File: src/rtl/sdram_pkg.sv
// Shared definitions for the SDRAM host interface: controller state codes,
// refresh and mode-register constants, and host address field layout.
package sdram_pkg;

    // Controller FSM state codes as seen on the state input.
    typedef enum logic [4:0] {
        StIdle    = 5'b00000,
        StRefPre  = 5'b00001,
        StWrAct   = 5'b11000,
        StWrCmd   = 5'b11010,
        StRdAct   = 5'b10000,
        StRdCmd   = 5'b10010,
        StRdDone  = 5'b10100,
        StInitMrs = 5'b01110
    } sdram_state_e;

    // Latched host operation; reset value is read.
    typedef enum logic {
        OpRead  = 1'b0,
        OpWrite = 1'b1
    } sdram_op_e;

    localparam int unsigned REFRESH_THRESH = 519;

    // CAS latency 2, burst length 1.
    localparam logic [12:0] MODE_REG    = 13'h020;
    // A10 high selects all banks for precharge.
    localparam logic [12:0] A10_ALLBANK = 13'h0400;

    localparam int unsigned ADDR_W = 24;
    localparam int unsigned DATA_W = 16;
    localparam int unsigned BA_W   = 2;
    localparam int unsigned ROW_W  = 13;
    localparam int unsigned COL_W  = 9;
    localparam int unsigned SA_W   = 13;
    localparam int unsigned CNT_W  = 10;

    // The whole 01xxx range belongs to the power-up initialisation sequence.
    function automatic logic is_init_state(input logic [4:0] s);
        return s[4:3] == 2'b01;
    endfunction

endpackage

File: src/rtl/sdram_refresh_timer.sv
// Free-running refresh interval counter. Held at zero during initialisation,
// cleared whenever the controller starts a refresh, saturates at its maximum.
module sdram_refresh_timer
    import sdram_pkg::*;
(
    input  logic             CLK,
    input  logic             RESET,
    input  logic [4:0]       i_state,
    output logic [CNT_W-1:0] o_refresh_cnt
);

    localparam logic [CNT_W-1:0] CNT_MAX = '1;

    logic [CNT_W-1:0] r_cnt;
    logic             w_clear;

    assign w_clear = is_init_state(i_state) || (i_state == StRefPre);

    // Count cycles since the last refresh; clear takes priority over increment.
    always_ff @(posedge CLK) begin
        if (!RESET) begin
            r_cnt <= '0;
        end else if (w_clear) begin
            r_cnt <= '0;
        end else if (r_cnt != CNT_MAX) begin
            r_cnt <= r_cnt + {{(CNT_W-1){1'b0}}, 1'b1};
        end
    end

    assign o_refresh_cnt = r_cnt;

endmodule

File: src/rtl/sdram_host_if.sv
// Host-side front end of an SDRAM controller. Accepts one read or write at a
// time, holds it pending until the controller activates the row, drives the
// SDRAM address/data lines from the latched request and returns read data.
module sdram_host_if
    import sdram_pkg::*;
(
    input  logic              CLK,
    input  logic              RESET,
    input  logic              rd_req,
    input  logic              wr_req,
    input  logic [ADDR_W-1:0] addr,
    input  logic [DATA_W-1:0] wr_data,
    output logic              busy,
    output logic [DATA_W-1:0] rd_data,
    output logic              rd_ready,
    output logic              wr_done,
    input  logic [4:0]        state,
    output logic [CNT_W-1:0]  refresh_cnt,
    output logic              rd_enable,
    output logic              wr_enable,
    input  logic [DATA_W-1:0] dq_in,
    output logic [DATA_W-1:0] dq_out,
    output logic              dq_oe,
    output logic [SA_W-1:0]   sdram_addr,
    output logic [BA_W-1:0]   sdram_ba
);

    logic              r_pending;
    sdram_op_e         r_op;
    logic [ADDR_W-1:0] r_addr;
    logic [DATA_W-1:0] r_wr_data;
    logic [DATA_W-1:0] r_rd_data;
    logic              r_rd_ready;
    logic              r_wr_done;

    logic              w_accept;
    logic              w_act_hit;
    logic [ROW_W-1:0]  w_row;
    logic [SA_W-1:0]   w_col;
    logic [SA_W-1:0]   w_sdram_addr;

    sdram_refresh_timer u_refresh_timer (
        .CLK           (CLK),
        .RESET         (RESET),
        .i_state       (state),
        .o_refresh_cnt (refresh_cnt)
    );

    assign busy     = r_pending | (state != StIdle);
    assign w_accept = !busy && (rd_req || wr_req);

    // The activate matching the pending op hands the request to the controller.
    assign w_act_hit = ((state == StRdAct) && (r_op == OpRead)) ||
                       ((state == StWrAct) && (r_op == OpWrite));

    // Request capture: one outstanding request, new requests ignored while busy.
    always_ff @(posedge CLK) begin
        if (!RESET) begin
            r_pending <= 1'b0;
            r_op      <= OpRead;
            r_addr    <= '0;
            r_wr_data <= '0;
        end else if (w_accept) begin
            r_pending <= 1'b1;
            r_op      <= rd_req ? OpRead : OpWrite;
            r_addr    <= addr;
            r_wr_data <= wr_data;
        end else if (w_act_hit) begin
            r_pending <= 1'b0;
        end
    end

    // Completion: capture read data and raise one-cycle done pulses.
    always_ff @(posedge CLK) begin
        if (!RESET) begin
            r_rd_data  <= '0;
            r_rd_ready <= 1'b0;
            r_wr_done  <= 1'b0;
        end else begin
            r_rd_ready <= (state == StRdDone);
            r_wr_done  <= (state == StWrCmd);
            if (state == StRdDone) begin
                r_rd_data <= dq_in;
            end
        end
    end

    assign w_row = r_addr[COL_W +: ROW_W];
    // Column is 9 bits wide, so A10 (auto-precharge) stays low.
    assign w_col = {{(SA_W-COL_W){1'b0}}, r_addr[COL_W-1:0]};

    // SDRAM address mux by controller phase.
    always_comb begin
        w_sdram_addr = A10_ALLBANK;
        case (state)
            StRdAct, StWrAct: w_sdram_addr = w_row;
            StRdCmd, StWrCmd: w_sdram_addr = w_col;
            StInitMrs:        w_sdram_addr = MODE_REG;
            default:          w_sdram_addr = A10_ALLBANK;
        endcase
    end

    assign sdram_addr = w_sdram_addr;
    assign sdram_ba   = r_addr[ADDR_W-1 -: BA_W];
    assign rd_enable  = r_pending && (r_op == OpRead);
    assign wr_enable  = r_pending && (r_op == OpWrite);
    assign dq_out     = r_wr_data;
    assign dq_oe      = (state == StWrCmd);
    assign rd_data    = r_rd_data;
    assign rd_ready   = r_rd_ready;
    assign wr_done    = r_wr_done;

endmodule

File: config.mk
export PLATFORM = sky130hd
export DESIGN_NAME = sdram_host_if
export DESIGN_NICKNAME = d
export VERILOG_FILES = /design/src/rtl/sdram_pkg.sv /design/src/rtl/sdram_refresh_timer.sv /design/src/rtl/sdram_host_if.sv
export SDC_FILE = /design/constraint.sdc
export NUM_CORES = 1
export LEC_CHECK = 0
export CAP_MARGIN = 15
export CORE_MARGIN = 2
export CORE_UTILIZATION = 44
export DETAILED_ROUTE_END_ITERATION = 8
export PLACE_DENSITY = 0.78
export SYNTH_ARGS = -nofsm -noshare
export SYNTH_HDL_FRONTEND = slang
export SYNTH_SLANG_ARGS = --single-unit
File: constraint.sdc
create_clock -name CLK -period 1.79 [get_ports CLK]
set_clock_uncertainty 0.15 [all_clocks]
set_input_delay 0.179 -clock CLK [delete_from_list [all_inputs] [get_ports CLK]]
set_output_delay 0.179 -clock CLK [all_outputs]
set_load 0.005 [all_outputs]
Word-level counts from Yosys, hierarchy flattened --
Index checks and enable logic that the tools add are counted.
Storage, ports and cells: ROM bits 0, output and inout port bits 63, latch bits 0, bits in writable memories 0, bits in registers 70, memories kept 0
Cells by class: equal/unequal tests 9, order comparisons 0, bitwise gates (word level) 3, reductions and logical operators 14, add/subtract/negate cells 1, div/mod/pow operators 0, $mul 0, shift operators 0, multiplexer cells 4
Operators by type and width (count):
- case mux 13 bit (3 select lines) | 1
- == test 5 bit, second input constant | 5
- adder 10 x 1 -> 10 bit, second input constant | 1
- inequality test 10 bit, second input constant | 1
- OR reduction 2 bit | 3
- == test 5 x 1 -> 1 bit, second input constant | 1
- == test 5 x 4 -> 1 bit, second input constant | 1
- logical AND 1 bit | 5
- nonzero test 5 bit | 1
- logical OR 1 bit | 3
- two-way mux 1 bit | 3
- == test 2 x 1 -> 1 bit, second input constant | 1
- NOT 1 bit | 2
- nonzero test 2 bit | 1
- logical NOT 1 bit | 1
- OR 1 bit | 1

Logic depth before layout (Yosys ltp) --
Gate-level depths: netlist (run 1).
depth after elaboration 5, gate-level depth with buffers 6

Hierarchy --
A second synthesis (run 1) with hierarchy kept.
Second synthesis, totals: cells, all modules 346, area, all modules 3214.3 um^2
By module, submodules not included:
- sdram_host_if | times used 1, area an instance 2680.1 um^2, cells each 289
- sdram_refresh_timer | times used 1, area an instance 534.3 um^2, cells each 57

Worst setup path before layout (run 1) --
Ideal clock, no wire load.
path kind flip-flop to flip-flop, start register u_refresh_timer.r_cnt[0], in the netlist u_refresh_timer.o_refresh_cnt[0], end register u_refresh_timer.r_cnt[3], in the netlist u_refresh_timer.o_refresh_cnt[3], cell stages (with the launch flop) 6, slack 0.238 ns, arrival 1.279 ns, library setup time 0.123 ns, required time 1.517 ns, path buffers 1, cells stage by stage dfxtp_1 ha_1 and4_1 clkbuf_1 a31oi_1 mux2i_1
Between the ends: longest elaborated chain between the ends 1, elaborated cells on any way between the ends 2
Ends and longest elaborated chain:
- start: declaration | RTL line sdram_refresh_timer.sv:14 | logic [CNT_W-1:0] r_cnt;
- start signal: assignment | RTL line sdram_refresh_timer.sv:26 | r_cnt <= r_cnt + {{(CNT_W-1){1'b0}}, 1'b1};
- adder 10 x 1 -> 10 bit or inequality test 10 bit (tied branches) | RTL line sdram_refresh_timer.sv:26, sdram_refresh_timer.sv:25
Several ways; a longest one is shown, not always the timed one. A chain may end at the register's enable or synchronous reset.

Worst setup path after layout (run 1) --
start register r_op, end output port wr_enable
Between the ends: longest elaborated chain between the ends 1
Ends and longest elaborated chain:
- start: declaration | RTL line sdram_host_if.sv:29 | sdram_op_e r_op;
- start signal: assignment | RTL line sdram_host_if.sv:60 | r_op <= OpRead;
- start signal: assignment | RTL line sdram_host_if.sv:65 | r_op <= rd_req ? OpRead : OpWrite;
- logical AND 1 bit | RTL line sdram_host_if.sv:106 | assign wr_enable = r_pending && (r_op == OpWrite);
- end: declaration | RTL line sdram_host_if.sv:20 | output logic wr_enable,
No other way between the ends.

==> results of run 1 <==
-- layer usage --
| metal | GRT usage, % | share of wire (%) | vias up | wire length [um] |
|---|---|---|---|---|
| met4 | 9.49 | 2.3 | 0 | 249 |
| met5 | 0 | 0 | - | 0 |
| met1 | 32.1 | 42 | 1708 | 4510 |
| met2 | 42.2 | 50 | 146 | 5390 |
| li1 | - | - | 1741 | - |
| met3 | 5.59 | 6.3 | 22 | 677 |
-- through the flow --
step | utilization, % | hold WS (ns)
after global placement | 67.0 | 0.304
after CTS | 71.7 | 0.246
after floorplan | - | 0.139
final | 72.4 | 0.253
after global routing | 72.4 | 0.250
after detailed placement | 67.0 | 0.310
-- worst reg2reg max path: stages (launching register included) --
cell and delay, ns:
dfxtp_1 0.45, ha_2 0.29, nand4_1 0.24, o31a_1 0.35, nor3_1 0.11
-- cells by family after synthesis --
group,count (synthesis),share of synthesized area [%]
AOI/OAI and AO/OA,143,27.1
adders and majority gates,1,0.380
muxes,2,0.608
xor gates and xnor gates,1,0.266
DFF,70,42.6
buffers and inverters,52,8.25
and+or+nand+nor,110,20.8
-- timing repair --
| action | in CTS | in global routing |
|---|---|---|
| pin swaps | 3 | 4 |
| gates cloned | 1 | 1 |
| resized for setup | 38 | 16 |
| setup buffers | 11 | 2 |
| endpoints found under the setup margin | 37 | 32 |
-- layout make-up --
cell class                      instances  share of cell area, %
Timing Repair Buffer                  176                   34.1
Multi-Input combinational cell        257                   32.2
Sequential cell                        70                   26.7
Clock buffer                           13                   3.22
Tap cell                               99                   2.36
Clock inverter                          3                   1.24
Inverter                                3                  0.214
-- Yosys cell counts (4+ instances only) --
master | count | share of area, %
o21ai_0 | 19 | 2.9
buf_4 | 4 | 0.91
o31ai_1 | 40 | 9.1
a22o_1 | 8 | 2.1
and2_1 | 7 | 1.3
buf_2 | 12 | 1.8
nand2_1 | 7 | 0.80
clkbuf_1 | 25 | 2.9
a21oi_1 | 59 | 9.0
a31oi_1 | 6 | 1.1
buf_6 | 6 | 2.1
nand4_1 | 45 | 8.6
nor3_1 | 6 | 0.91
nand3_1 | 20 | 3.0
dfxtp_1 | 70 | 43
-- where the power goes --
group | internal, mW | total, mW | switching, mW
sequential | 1.58 | 1.59 | 0.0141
clock | 0.899 | 1.48 | 0.579
combinational | 0.278 | 0.515 | 0.237
total | 2.75 | 3.58 | 0.830
-- cell usage in the layout, fill, tap and decap left out, types with 2 or more instances in the layout --
master	n
clkdlybuf4s50_1	106
dfxtp_1	69
a21oi_1	59
nand4_1	45
o31ai_1	36
buf_4	33
nand3_1	20
o21ai_0	18
clkbuf_8	12
buf_12	12
a22o_1	8
dlygate4sd2_1	8
and2_1	7
nand2_1	7
a31oi_1	6
nor3_1	6
o31ai_2	5
clkdlybuf4s15_1	5
buf_2	4
nand4b_1	3
nor4_1	3
buf_6	3
dlymetal6s2s_1	3
inv_1	2
nor2b_1	2
nor3_4	2
or3_1	2
and4_1	2
and3_1	2
a311oi_1	2
mux2i_1	2
o31a_1	2
bufinv_16	2
-- sequential cells by signal (all words and copies together) (netlist names) --
name and count:
r_pending 1, rd_data 16, rd_ready 1, u_refresh_timer.o_refresh_cnt 10, wr_done 1, r_op 1, r_addr 24, dq_out 16
-- worst max path at each step --
stage	startpoint	endpoint	slack, ns	cells past startpoint
2_1_floorplan	u_refresh_timer.o_refresh_cnt[0]	u_refresh_timer.o_refresh_cnt[3]	0.24	5
3_3_place_gp	state[4]	sdram_addr[5]	-0.37	6
3_5_place_dp	state[0]	sdram_addr[3]	-0.45	5
4_1_cts	state[0]	sdram_addr[3]	-0.009	8
5_1_grt	r_op	wr_enable	0.002	2
6_report	r_op	wr_enable	0.05	2
==> flow_summary.ini, run 1 <==
[outcome]
outcome = finished clean

[finish]
antenna_cells = 0
fin_area_sq_mm = 0.00525
num-fill-cells = 557
fin_cells = 621
nets = 583
multi_input_area_sq_mm = 0.00169
drive_gt1_share_pct = 16.7
syn_to_final_growth_pct = 59.6
ff_latch_area_sq_mm = 0.00140

[synth]
syn_area_sq_mm = 0.00329
async_reset_ff_share_pct = 0
synth_cell_type_count = 45
synth_flop_cell = dfxtp_1
ys_seq_area_share_pct = 42.6
synth_seq_cells = 70
synthCells = 379
synth_edf_count = 0
syn_nets = 445
yosysWarningCount = 0
syn_avg_cell_area_sq_um = 8.69

[global_routing]
grt_pass1_wl_um = 17300
antenna_found_initial = 0
grt-ovfl-total = 0
grt_max_degree = 36
grt_pass1_vias = 3512
grt.total_usage_pct = 25.3

[setup_path]
worstSetupPathType = reg2out
critical_path_arrival_ns = 1.41
crit_buf_inv = 1
reg2reg_slack_ns = 0.12
crit_family = buffers and inverters
cp.required_ns = 1.46
path_cells = and2_1 > clkdlybuf4s50_1
r2r_end = u_refresh_timer.o_refresh_cnt[0]
critical_path_peak_fanout = 4
r2r_cells = 4
cp_slowest_cell = clkdlybuf4s50_1
endpoint_kind = output pin
rr_startpoint = u_refresh_timer.o_refresh_cnt[0]
crit_path_max_incr_delay_ns = 0.53
start_kind = register

[run]
maxCapViolations = 0

[drt]
dr.pass1.iters = 6
wl_per_cell_um = 17.4
ant_nets = 0
routed-via-count = 3617
drt_iter0_drc = 253
avgViaCountPerCell = 5.82
drc = 0
postRouteWirelength_um = 10800

[sta]
drv_slew = 0
tightestPinTransition_ns = 0.383
period_needed_ns = 1.74
setup-violations-final = 0
rsz0062_at_grt = false
fmax_mhz = 576
slew_headroom_pct = 74.3
fin_setup_tns_ns = 0
finalHoldViolCount = 0
final.setup.worst_slack_ns = 0.0547
period_share_pct = 96.9

[die]
io_pins = 128
rows = 31
coreArea_sq_mm = 0.00725
die_area_sq_mm = 0.00819
die_h_um = 90.5
initial_core_util_pct = 45.4
die_x_um = 90.5

[power_and_ir_drop]
finalPower_mw = 3.58
leakagePower_nw = 1.84
power_density_mw_per_mm2 = 682
irDropWorstVdd_mv = 0.416

[placement]
hpwl_um = 7060
dp.cells = 590
io_buffers = 127
place_ws_ns = -0.450
gp_congestion = 0.814
place_area_sq_mm = 0.00486

[cts]
cts_tree = yes
clk_latency_ns = 0.33
ctsHoldBuffers = 0
clockRootBuffer = clkbuf_8
htree_levels = 3
cts.clk_slew.worst_paths_ns = 0.08
clockBufferDepth = 2
cts_buffers = 9
cts_sinks = 70

[worst_hold_path]
hold_path_class = in2reg
worstHoldEndpoint = r_addr[9]
worstHoldPathCells = 3
min_from = addr[9]
No activity file was read; power rests on OpenSTA's default activity.
==> run 2: changes to the inputs <==
--- a/config.mk
+++ b/config.mk
@@ -6,8 +6,10 @@
 export NUM_CORES = 1
 export LEC_CHECK = 0
 export CAP_MARGIN = 15
+export CELL_PAD_IN_SITES_DETAIL_PLACEMENT = 2
+export CELL_PAD_IN_SITES_GLOBAL_PLACEMENT = 2
 export CORE_MARGIN = 2
-export CORE_UTILIZATION = 44
+export CORE_UTILIZATION = 25
 export DETAILED_ROUTE_END_ITERATION = 8
 export PLACE_DENSITY = 0.78
 export SYNTH_ARGS = -nofsm -noshare
==> flow_summary.ini, run 2 (synthesis results as in run 1) <==
[placement]
gp_congestion = 0.818
io_buffers = 127
hpwl_um = 9630

[finish]
syn_to_final_growth_pct = 63.1
mostFrequentLayoutCell = clkdlybuf4s50_1
num-fill-cells = 1385
final_cell_mix = clkdlybuf4s50_1, dfxtp_1, a21oi_1, nand4_1, buf_4
largest-register = r_addr
utilization_pct = 42.2
drive_gt1_share_pct = 17.2
nets = 585
largest_reg_flops = 24

[setup_path]
rr_startpoint = r_pending
cp.required_ns = 1.85
critical_path_peak_fanout = 41
r2r_cells = 4
worstSetupPathType = reg2reg
crit_end = r_addr[15]
critical_path_arrival_ns = 1.83
cp-startpoint = r_pending
start_kind = register
endpoint_kind = register
reg2reg_slack_ns = 0.02
r2r_end = r_addr[15]

[die]
io_pins = 128
die_x_um = 119
coreArea_sq_mm = 0.0127
die_area_sq_mm = 0.0141
die_h_um = 119
rows = 41
initial_core_util_pct = 25.9

[worst_hold_path]
hold_path_class = in2reg
min_from = dq_in[14]

[power_and_ir_drop]
irDropWorstVdd_mv = 0.455
pwr-share-seq_pct = 41.1
finalPower_mw = 3.87
switching_share_pct = 24.9
power_frac_clock_pct = 44.9
combPwrFrac_pct = 14.0
leakagePower_nw = 1.86
power_density_mw_per_mm2 = 721
internal-power_mw = 2.91
p_sw_mw = 0.963

[drt]
drc = 0
drt_iter0_drc = 201
routed-via-count = 3779
wl_per_cell_um = 21.3
ant_nets = 0
postRouteWirelength_um = 14800
avgViaCountPerCell = 5.42
dr.pass1.iters = 4

[sta]
setup-violations-final = 0
period_needed_ns = 1.77
finalHoldViolCount = 0
tightestPinTransition_ns = 0.376
slew_headroom_pct = 74.9
period_share_pct = 99.0
fmax_mhz = 564
drv_slew = 0

[cts]
cts_buffers = 9
clockBufferDepth = 2
htree_levels = 3
clk_latency_ns = 0.34
cts_tree = yes
clockRootBuffer = clkbuf_16
cts_sinks = 70
cts.clk_slew.worst_paths_ns = 0.06

[global_routing]
grt_pass1_wl_um = 23500
grt-ovfl-total = 0
grt.total_usage_pct = 21.4
grt_max_degree = 47
grt_pass1_vias = 4055
antenna_found_initial = 0

[run]
maxCapViolations = 0

[outcome]
outcome = finished clean
-- run 2: cell count changes in the layout (fill, tap and decap cells not counted), sizes merged --
cell           delta
clkinv            -1
bufinv            -2
clkdlybuf4s50     -1
buf               +3
clkbuf            +4
clkdlybuf4s15     -2
dlymetal6s2s      -2
dlygate4sd2       +3
diode             +1
-- run 2: power groups by stage --
stage / Combinational [mW] / Clock (mW) / Sequential [mW]
final: 0.542 / 1.74 / 1.59
after global routing: 0.582 / 1.84 / 1.59
after CTS: 0.530 / 1.77 / 1.59
after detailed placement: 0.515 / 0 / 1.62
after global placement: 0.502 / 0 / 1.62
after floorplan: 0.187 / 0 / 1.62
-- run 2: timing repair --
item / 4_1_cts / 5_1_grt
hold buffers: 0 / 0
resized for setup: 51 / 16
setup buffers: 7 / 4
cloned: 2 / 0
pin swaps: 2 / 3
endpoints found under the setup margin: 69 / 13
-- run 2: final cells by class --
type / count / area, sq um / share of cell area [%]
diodes: 1 / 2.50 / 0.0466
clock buffers: 16 / 282 / 5.24
inverters: 3 / 11.3 / 0.210
multi-input cells: 257 / 1700 / 31.7
flip-flops and latches: 70 / 1400 / 26.1
well taps: 172 / 215 / 4.01
repair buffers: 178 / 1760 / 32.7
-- run 2: stage by stage --
stage / setup slack, ns / cells / instance area (sq um) / TNS [ns] / hold slack (ns)
after global placement: -0.517 / 667 / 4960 / -31.60 / 0.306
after floorplan: 0.238 / 379 / 3290 / 0 / 0.139
after global routing: -0.0176 / 696 / 5370 / -0.0176 / 0.251
after CTS: 0.000241 / 692 / 5310 / 0 / 0.240
after detailed placement: -0.598 / 667 / 4960 / -37.59 / 0.315
final: 0.0175 / 697 / 5370 / 0 / 0.249
-- run 2: worst min path at each step --
stage                  endpoint  slack, ns  depth (start not counted)
global route         rd_data[9]       0.25                          3
finish              rd_data[14]       0.25                          3
detailed placement    r_addr[2]       0.31                          2
floorplan                  r_op       0.14                          1
global placement     r_addr[19]       0.31                          2
CTS                 rd_data[14]       0.24                          3
-- run 2: routing by layer --
layer  vias to the layer above  GRT usage [%]  share of wire, %
met5                         -              0                 0
li1                       1743              -                 -
met4                         0           11.2               3.1
met3                        27           5.79               5.4
met1                      1902           24.8                41
met2                       107           35.8                51
-- run 2: worst max-delay path, stage by stage, from the launching register on --
cell and delay, ns:
dfxtp_1 0.31, or3_2 0.51, buf_12 0.22, o31ai_2 0.32, a21oi_1 0.13
